--- src/rtl/uart_block_sender.sv ---
// Serialises a DW-bit block into NBYTES bytes, MSB byte first, handshaking each byte
// with a UART transmitter through a level request (uart_tx_en) and completion flag (send_ok).
module uart_block_sender #(
    parameter int unsigned NBYTES = 16,
    parameter int unsigned DW     = 128
) (
    input  logic          sys_clk,
    input  logic          sys_rst_n,
    input  logic [DW-1:0] blk_data,
    input  logic          blk_valid,
    output logic          blk_ready,
    output logic [7:0]    uart_data,
    output logic          uart_tx_en,
    input  logic          send_ok,
    output logic          busy,
    output logic          done,
    output logic [3:0]    byte_idx
);

    typedef enum logic [1:0] {StIdle, StSend, StGap, StDone} state_e;

    localparam logic [3:0] LastIdx = 4'(NBYTES - 1);

    state_e        state_q, state_d;
    logic [DW-1:0] shift_q, shift_d;
    logic [7:0]    data_q, data_d;
    logic          tx_en_q, tx_en_d;
    logic [3:0]    idx_q, idx_d;
    logic          done_q, done_d;
    logic          ready_q, ready_d;
    logic          busy_q, busy_d;

    always_ff @(posedge sys_clk or negedge sys_rst_n) begin
        if (!sys_rst_n) begin
            state_q <= StIdle;
            shift_q <= '0;
            data_q  <= 8'h00;
            tx_en_q <= 1'b0;
            idx_q   <= 4'd0;
            done_q  <= 1'b0;
            ready_q <= 1'b0;
            busy_q  <= 1'b0;
        end else begin
            state_q <= state_d;
            shift_q <= shift_d;
            data_q  <= data_d;
            tx_en_q <= tx_en_d;
            idx_q   <= idx_d;
            done_q  <= done_d;
            ready_q <= ready_d;
            busy_q  <= busy_d;
        end
    end

    always_comb begin
        state_d = state_q;
        shift_d = shift_q;
        data_d  = data_q;
        tx_en_d = tx_en_q;
        idx_d   = idx_q;
        done_d  = 1'b0;

        unique case (state_q)
            StIdle: begin
                tx_en_d = 1'b0;
                if (blk_valid && ready_q) begin
                    shift_d = blk_data;
                    idx_d   = 4'd0;
                    data_d  = blk_data[DW-1 -: 8];
                    tx_en_d = 1'b1;
                    state_d = StSend;
                end
            end
            StSend: begin
                if (send_ok) begin
                    tx_en_d = 1'b0;
                    state_d = StGap;
                end
            end
            StGap: begin
                // Wait for send_ok to fall so the transmitter sees a fresh request edge.
                if (!send_ok) begin
                    if (idx_q == LastIdx) begin
                        done_d  = 1'b1;
                        state_d = StDone;
                    end else begin
                        shift_d = shift_q << 8;
                        idx_d   = idx_q + 4'd1;
                        data_d  = shift_d[DW-1 -: 8];
                        tx_en_d = 1'b1;
                        state_d = StSend;
                    end
                end
            end
            StDone: begin
                state_d = StIdle;
            end
            default: begin
                state_d = StIdle;
            end
        endcase

        // Registered outputs track the state being entered.
        ready_d = (state_d == StIdle);
        busy_d  = (state_d != StIdle);
    end

    assign blk_ready  = ready_q;
    assign uart_data  = data_q;
    assign uart_tx_en = tx_en_q;
    assign busy       = busy_q;
    assign done       = done_q;
    assign byte_idx   = idx_q;

endmodule

--- config.mk ---
export PLATFORM = sky130hd
export DESIGN_NAME = uart_block_sender
export DESIGN_NICKNAME = d
export VERILOG_FILES = /design/src/rtl/uart_block_sender.sv
export SDC_FILE = /design/constraint.sdc
export NUM_CORES = 1
export LEC_CHECK = 0
export BUFFER_PORTS_ARGS = -buffer_cell sky130_fd_sc_hd__buf_4
export CAP_MARGIN = 20
export CORE_MARGIN = 5
export CORE_UTILIZATION = 49
export CTS_CLUSTER_DIAMETER = 80
export DETAILED_ROUTE_END_ITERATION = 6
export GPL_ROUTABILITY_DRIVEN = 0
export GPL_TIMING_DRIVEN = 0
export PLACE_DENSITY = 0.77
export REMOVE_ABC_BUFFERS = 1
export SETUP_SLACK_MARGIN = 0.2
export SLEW_MARGIN = 20
export SYNTH_ARGS = -nofsm -noshare
export SYNTH_HDL_FRONTEND = slang
export SYNTH_SLANG_ARGS = --single-unit
--- constraint.sdc ---
create_clock -name sys_clk -period 1.68 [get_ports sys_clk]
set_input_delay 0.084 -clock sys_clk [delete_from_list [all_inputs] [get_ports sys_clk]]
set_output_delay 0.084 -clock sys_clk [all_outputs]
set_load 0.01 [all_outputs]
=== After elaboration in Yosys (flattened, before gate mapping) ===
Index checks and enable logic that the tools add are counted.

* Mux-type cells: 25
* Add/sub/neg operators: 1
* Reduce and logical (&&, ||, !) cells: 8
* Eq/ne operators: 8

{| class="wikitable"
|+ Operator list
! cell !! count
|-
| two-way mux 120 bit || 3
|-
| case mux 120 bit (2 select lines) || 1
|-
| two-way mux 8 bit || 3
|-
| case mux 8 bit (2 select lines) || 1
|-
| two-way mux 4 bit || 3
|-
| two-way mux 2 bit || 4
|-
| inequality test 2 bit, second input constant || 4
|-
| case mux 2 bit (4 select lines) || 1
|-
| case mux 4 bit (2 select lines) || 1
|-
| AND reduction 4 bit || 2
|-
| two-way mux 1 bit || 7
|-
| adder 4 x 1 -> 4 bit, second input constant || 1
|-
| == test 2 bit, second input constant || 2
|-
| == test 4 bit, second input constant || 1
|-
| logical NOT 2 bit || 2
|-
| nonzero test 2 bit || 2
|-
| case mux 1 bit (3 select lines) || 1
|-
| nonzero test 3 bit || 1
|-
| == test 2 x 1 -> 1 bit, second input constant || 1
|-
| logical AND 1 bit || 1
|}

* Word-level logic and storage cells: 50
* Input bits: 132
* Register bits: 138
* Output and inout port bits: 16

=== Depth between registers and ports, before layout ===
* Depth after elaboration: 5
* Depth in mapped cells: 11
* Depth with buffers taken out: 6

=== Worst setup path after synthesis ===
No wires, ideal clock.

* Path kind: register to register
* Start point: reg idx_q[0] (netlist: byte_idx[0])
* End point: reg data_q[4] (netlist: uart_data[4])
* Stages on the path, launching flop included: 10
* Period minus slack after synthesis: 1918 ps
* Data required time: 1546 ps
* Path buffers: 4
* Setup slack: -238 ps
* Arrival time: 1785 ps
* Library setup time: 134 ps
* Path through: dfrtp_1 -> ha_1 -> a31o_2 -> a22o_1 -> buf_6 -> buf_6 -> buf_6 -> buf_6 -> nand2_1 -> o21ai_0

* Longest elaborated chain between the ends: 3

{| class="wikitable"
|+ RTL lines
! item !! line !! text
|-
| start: declaration || 28 || <nowiki>logic [3:0] idx_q, idx_d;</nowiki>
|-
| start signal: assignment || 48 || <nowiki>idx_q <= idx_d;</nowiki>
|-
| == test 4 bit || 83 || <nowiki>if (idx_q == LastIdx) begin</nowiki>
|-
| inequality test 2 bit (no line) || n/a ||
|-
| AND reduction 4 bit (no line) || n/a ||
|-
| end signal: assignment || 46 || <nowiki>data_q <= data_d;</nowiki>
|-
| end: declaration || 26 || <nowiki>logic [7:0] data_q, data_d;</nowiki>
|}

Every way passes these cells.
A chain may end at the register's enable or synchronous reset.

=== Final worst setup path ===
* Start point: reg idx_q[1] (netlist: byte_idx[1])
* End point: reg shift_q[119]

* Longest elaborated chain between the ends: 3

{| class="wikitable"
|+ RTL lines
! item !! line !! text
|-
| == test 4 bit || 83 ||
|-
| inequality test 2 bit (no line) || n/a ||
|-
| AND reduction 4 bit (no line) || n/a ||
|-
| end signal: assignment || 45 || <nowiki>shift_q <= shift_d;</nowiki>
|-
| end: declaration || 25 || <nowiki>logic [DW-1:0] shift_q, shift_d;</nowiki>
|}

Every way passes these cells.

==> out/qor.csv <==
metric,value,unit
category of cells accounting for the largest share of critical-path delay,compound AO/OA/AOI/OAI gates,
Via density,5.79,
length of the first detailed-routing pass in iterations,5,
clock tree root buffer cell,sky130_fd_sc_hd__clkbuf_16,
# H-tree levels,4,
element type at the critical path start,register,
# IOs,148,
via count of the routed design,6546,
fin crit share,114,%
cell accounting for the most synthesized area,sky130_fd_sc_hd__dfrtp_1,
maximum clock skew at final layout,13.3,ps
Pwr Total,0.0226,W
maximum number of pins on one net before global-route repair,90,
slew at the pin closest to its max-slew limit,457,ps
Total Routed Length,26200,um
Critical Path Fanout Max,10,
HPWL after DPL,8890,um
core area,12700,sq um
vertical die dimension,124,um
number of routed nets with antenna violations,0,
"commonest cells after routing, fill and taps aside","sky130_fd_sc_hd__buf_4, sky130_fd_sc_hd__dfrtp_1, sky130_fd_sc_hd__dlygate4sd3_1",
Clock transition at path regs,60,ps
synth top area cells,"sky130_fd_sc_hd__dfrtp_1, sky130_fd_sc_hd__mux2i_1, sky130_fd_sc_hd__nand2_1, sky130_fd_sc_hd__o21ai_0, sky130_fd_sc_hd__o21ai_1",
fraction of final layout cells with drive strength greater than 1,42.2,%
worst hold margin,116,ps
DR DRC count,0,
most common flop cell mapped by yosys,sky130_fd_sc_hd__dfrtp_1,
number of enable flip-flop cells after synthesis,0,
Worst Slack Setup Final,-234,ps
max-slew violation total from the final report,0,
initial antenna violation count,2,
fraction of synthesized cell area taken by the top area cell type,54.0,%
f_max,523,MHz
# nets final,1079,
most common library cell in the layout ignoring fill and taps,sky130_fd_sc_hd__buf_4,
vias in the first global route,6660,
worst path arrival time,2200,ps
share of the yosys chip area belonging to registers,54.0,%
clock insertion delay at the later pin of the skew report,420,ps
pre-CTS WS,-682,ps
Syn. warnings,0,
power density over the cells,2010,nW/um^2
overall die area,15400,sq um
kind of end point of the critical path,register,
clock tree from TritonCTS,done,
cell area after placement,7620,sq um
max-capacitance violation count,0,
Num Clock Sinks,138,
relative slew slack,69.5,%
Worst Setup Path Type,register to register,
"Async S/R FF share, synth",100,%
starting utilization of the core area,50.3,%
number of setup violations in the final report,133,
buffer depth of the longest clock path,2,
final period demand of the worst path,1910,ps
Critical-path top delay cell,sky130_fd_sc_hd__dfrtp_1,
outcome,"complete, but fails checks",
Die X,124,um
wire length of the first global-routing pass,35900,um
global-route usage over all layers,29.2,%
Routed WL per cell,23.2,um
mean post-synth cell area,10.4,sq um
buffering stage count on the worst path with inverters included,2,
static leakage power,5.14,nW
data required time at the worst endpoint,1960,ps
flop and latch count out of synthesis,138,
path category of the worst min-delay check,input pin to register,
gate count of the mapped netlist,615,
Congestion Overflow GR,0,
count of endpoints failing hold in the final timing report,0,
number of design-rule violations left by the first detailed-router iteration,605,
Max stage delay on crit path,470,ps
area grow syn2layout,75.6,%
number of buffers inserted during clock tree synthesis,17,
Unique masters post-synth,30,
post-route standard cell area excluding fillers,11200,sq um
count of input and output buffers,147,
maximum vdd drop,1.58,mV
unrepaired setup endpoints after global routing,true,
sum of negative setup slack,-20980,ps
CP Cell Sequence,ha_4 -> a31o_4 -> a22o_4 -> buf_12 -> buf_16 -> nand2_2 -> o21ai_1,
summed instance area of the synthesized netlist,6400,sq um
violations in the final reports,setup timing,
std cell rows,41,
[final cells by class]
class	instances	area, sq um
clock buffer	24	472
sequential	138	3450
multi-input combinational	443	3470
antenna	2	5.00
tap	172	215
clock inverter	8	93.8
timing repair buffer	340	3510
inverter	3	11.3
fill	520	1490
[metrics by stage]
stage	util (%)	instances
2_1_floorplan	-	570
3_3_place_gp	58.5	889
3_5_place_dp	59.9	895
4_1_cts	83.0	1104
5_1_grt	88.3	1130
6_report	88.3	1130
[layer usage]
| layer | track usage, % | wire length [um] | up-vias |
|---|---|---|---|
| met3 | 5.92 | 1780 | 97 |
| li1 | - | - | 2841 |
| met4 | 12.6 | 1090 | 0 |
| met5 | 0 | 0 | - |
| met1 | 35.8 | 10000 | 3227 |
| met2 | 49.9 | 13300 | 381 |
[power by group]
group          leakage [nW]  internal [W]  total [W]  switching, W
Combinational          3.15       0.00622     0.0127       0.00646
Sequential             1.72       0.00498    0.00622       0.00123
Clock                 0.282       0.00226    0.00370       0.00144
Total                  5.14        0.0135     0.0226       0.00913
[state kept, by name, summed over array words and instances, names as in the netlist]
name / flops
blk_ready: 1
busy: 1
byte_idx: 4
done: 1
shift_q: 120
state_q: 2
uart_data: 8
uart_tx_en: 1
[logic make-up after synthesis]
kind of cell             Yosys count  share of synthesized area [%]
AO/OA/AOI/OAI                    138                           11.3
adder cells (fa/ha/maj)            4                          0.782
buffers and inverters             48                           4.52
flip-flops                       138                           54.0
multiplexers                     120                           18.8
AND/OR/NAND/NOR                  167                           10.6
[worst reg2reg max path, stage by stage (launching register included)]
cell	delay [ps]
sky130_fd_sc_hd__dfrtp_1	470
sky130_fd_sc_hd__ha_4	220
sky130_fd_sc_hd__a31o_4	250
sky130_fd_sc_hd__a22o_4	310
sky130_fd_sc_hd__buf_12	190
sky130_fd_sc_hd__buf_16	170
sky130_fd_sc_hd__nand2_2	70
sky130_fd_sc_hd__o21ai_1	90
[synth_stat cells (all sizes together), types with 2 or more instances]
cell type,instances
a21oi,5
nand2,145
mux2i,120
a211oi,2
nand3b,8
nand2b,3
dfrtp,138
ha,4
nand3,3
clkbuf,17
inv,3
buf,28
nor2,3
nor3,2
o21ai,122
[path summary, 6_finish.rpt]
check                      slack [ps]                       end  cells past startpoint               startpoint
setup / recovery                 -230  shift_q[119]$_DFFE_PN0P_                      7  byte_idx[1]$_DFFE_PN0P_
hold / removal                    120            done$_DFF_PN0_                      3                  send_ok
setup reg to reg                 -230  shift_q[119]$_DFFE_PN0P_                      7  byte_idx[1]$_DFFE_PN0P_
hold reg to reg                   480   shift_q[64]$_DFFE_PN0P_                      2  shift_q[64]$_DFFE_PN0P_
max in group asynchronous         710   shift_q[51]$_DFFE_PN0P_                      3                sys_rst_n
min in group asynchronous         190  shift_q[119]$_DFFE_PN0P_                      2                sys_rst_n
[repair_timing]
item | 4_1_cts | 5_1_grt
hold endpoints to repair | 177 | 0
pin swaps | 29 | 22
gates resized for setup | 160 | 114
cloned | 20 | 15
hold buffers | 129 | 0
setup endpoints to repair | 136 | 137
setup buffers | 28 | 9
No activity file was read; power rests on OpenSTA's default activity.
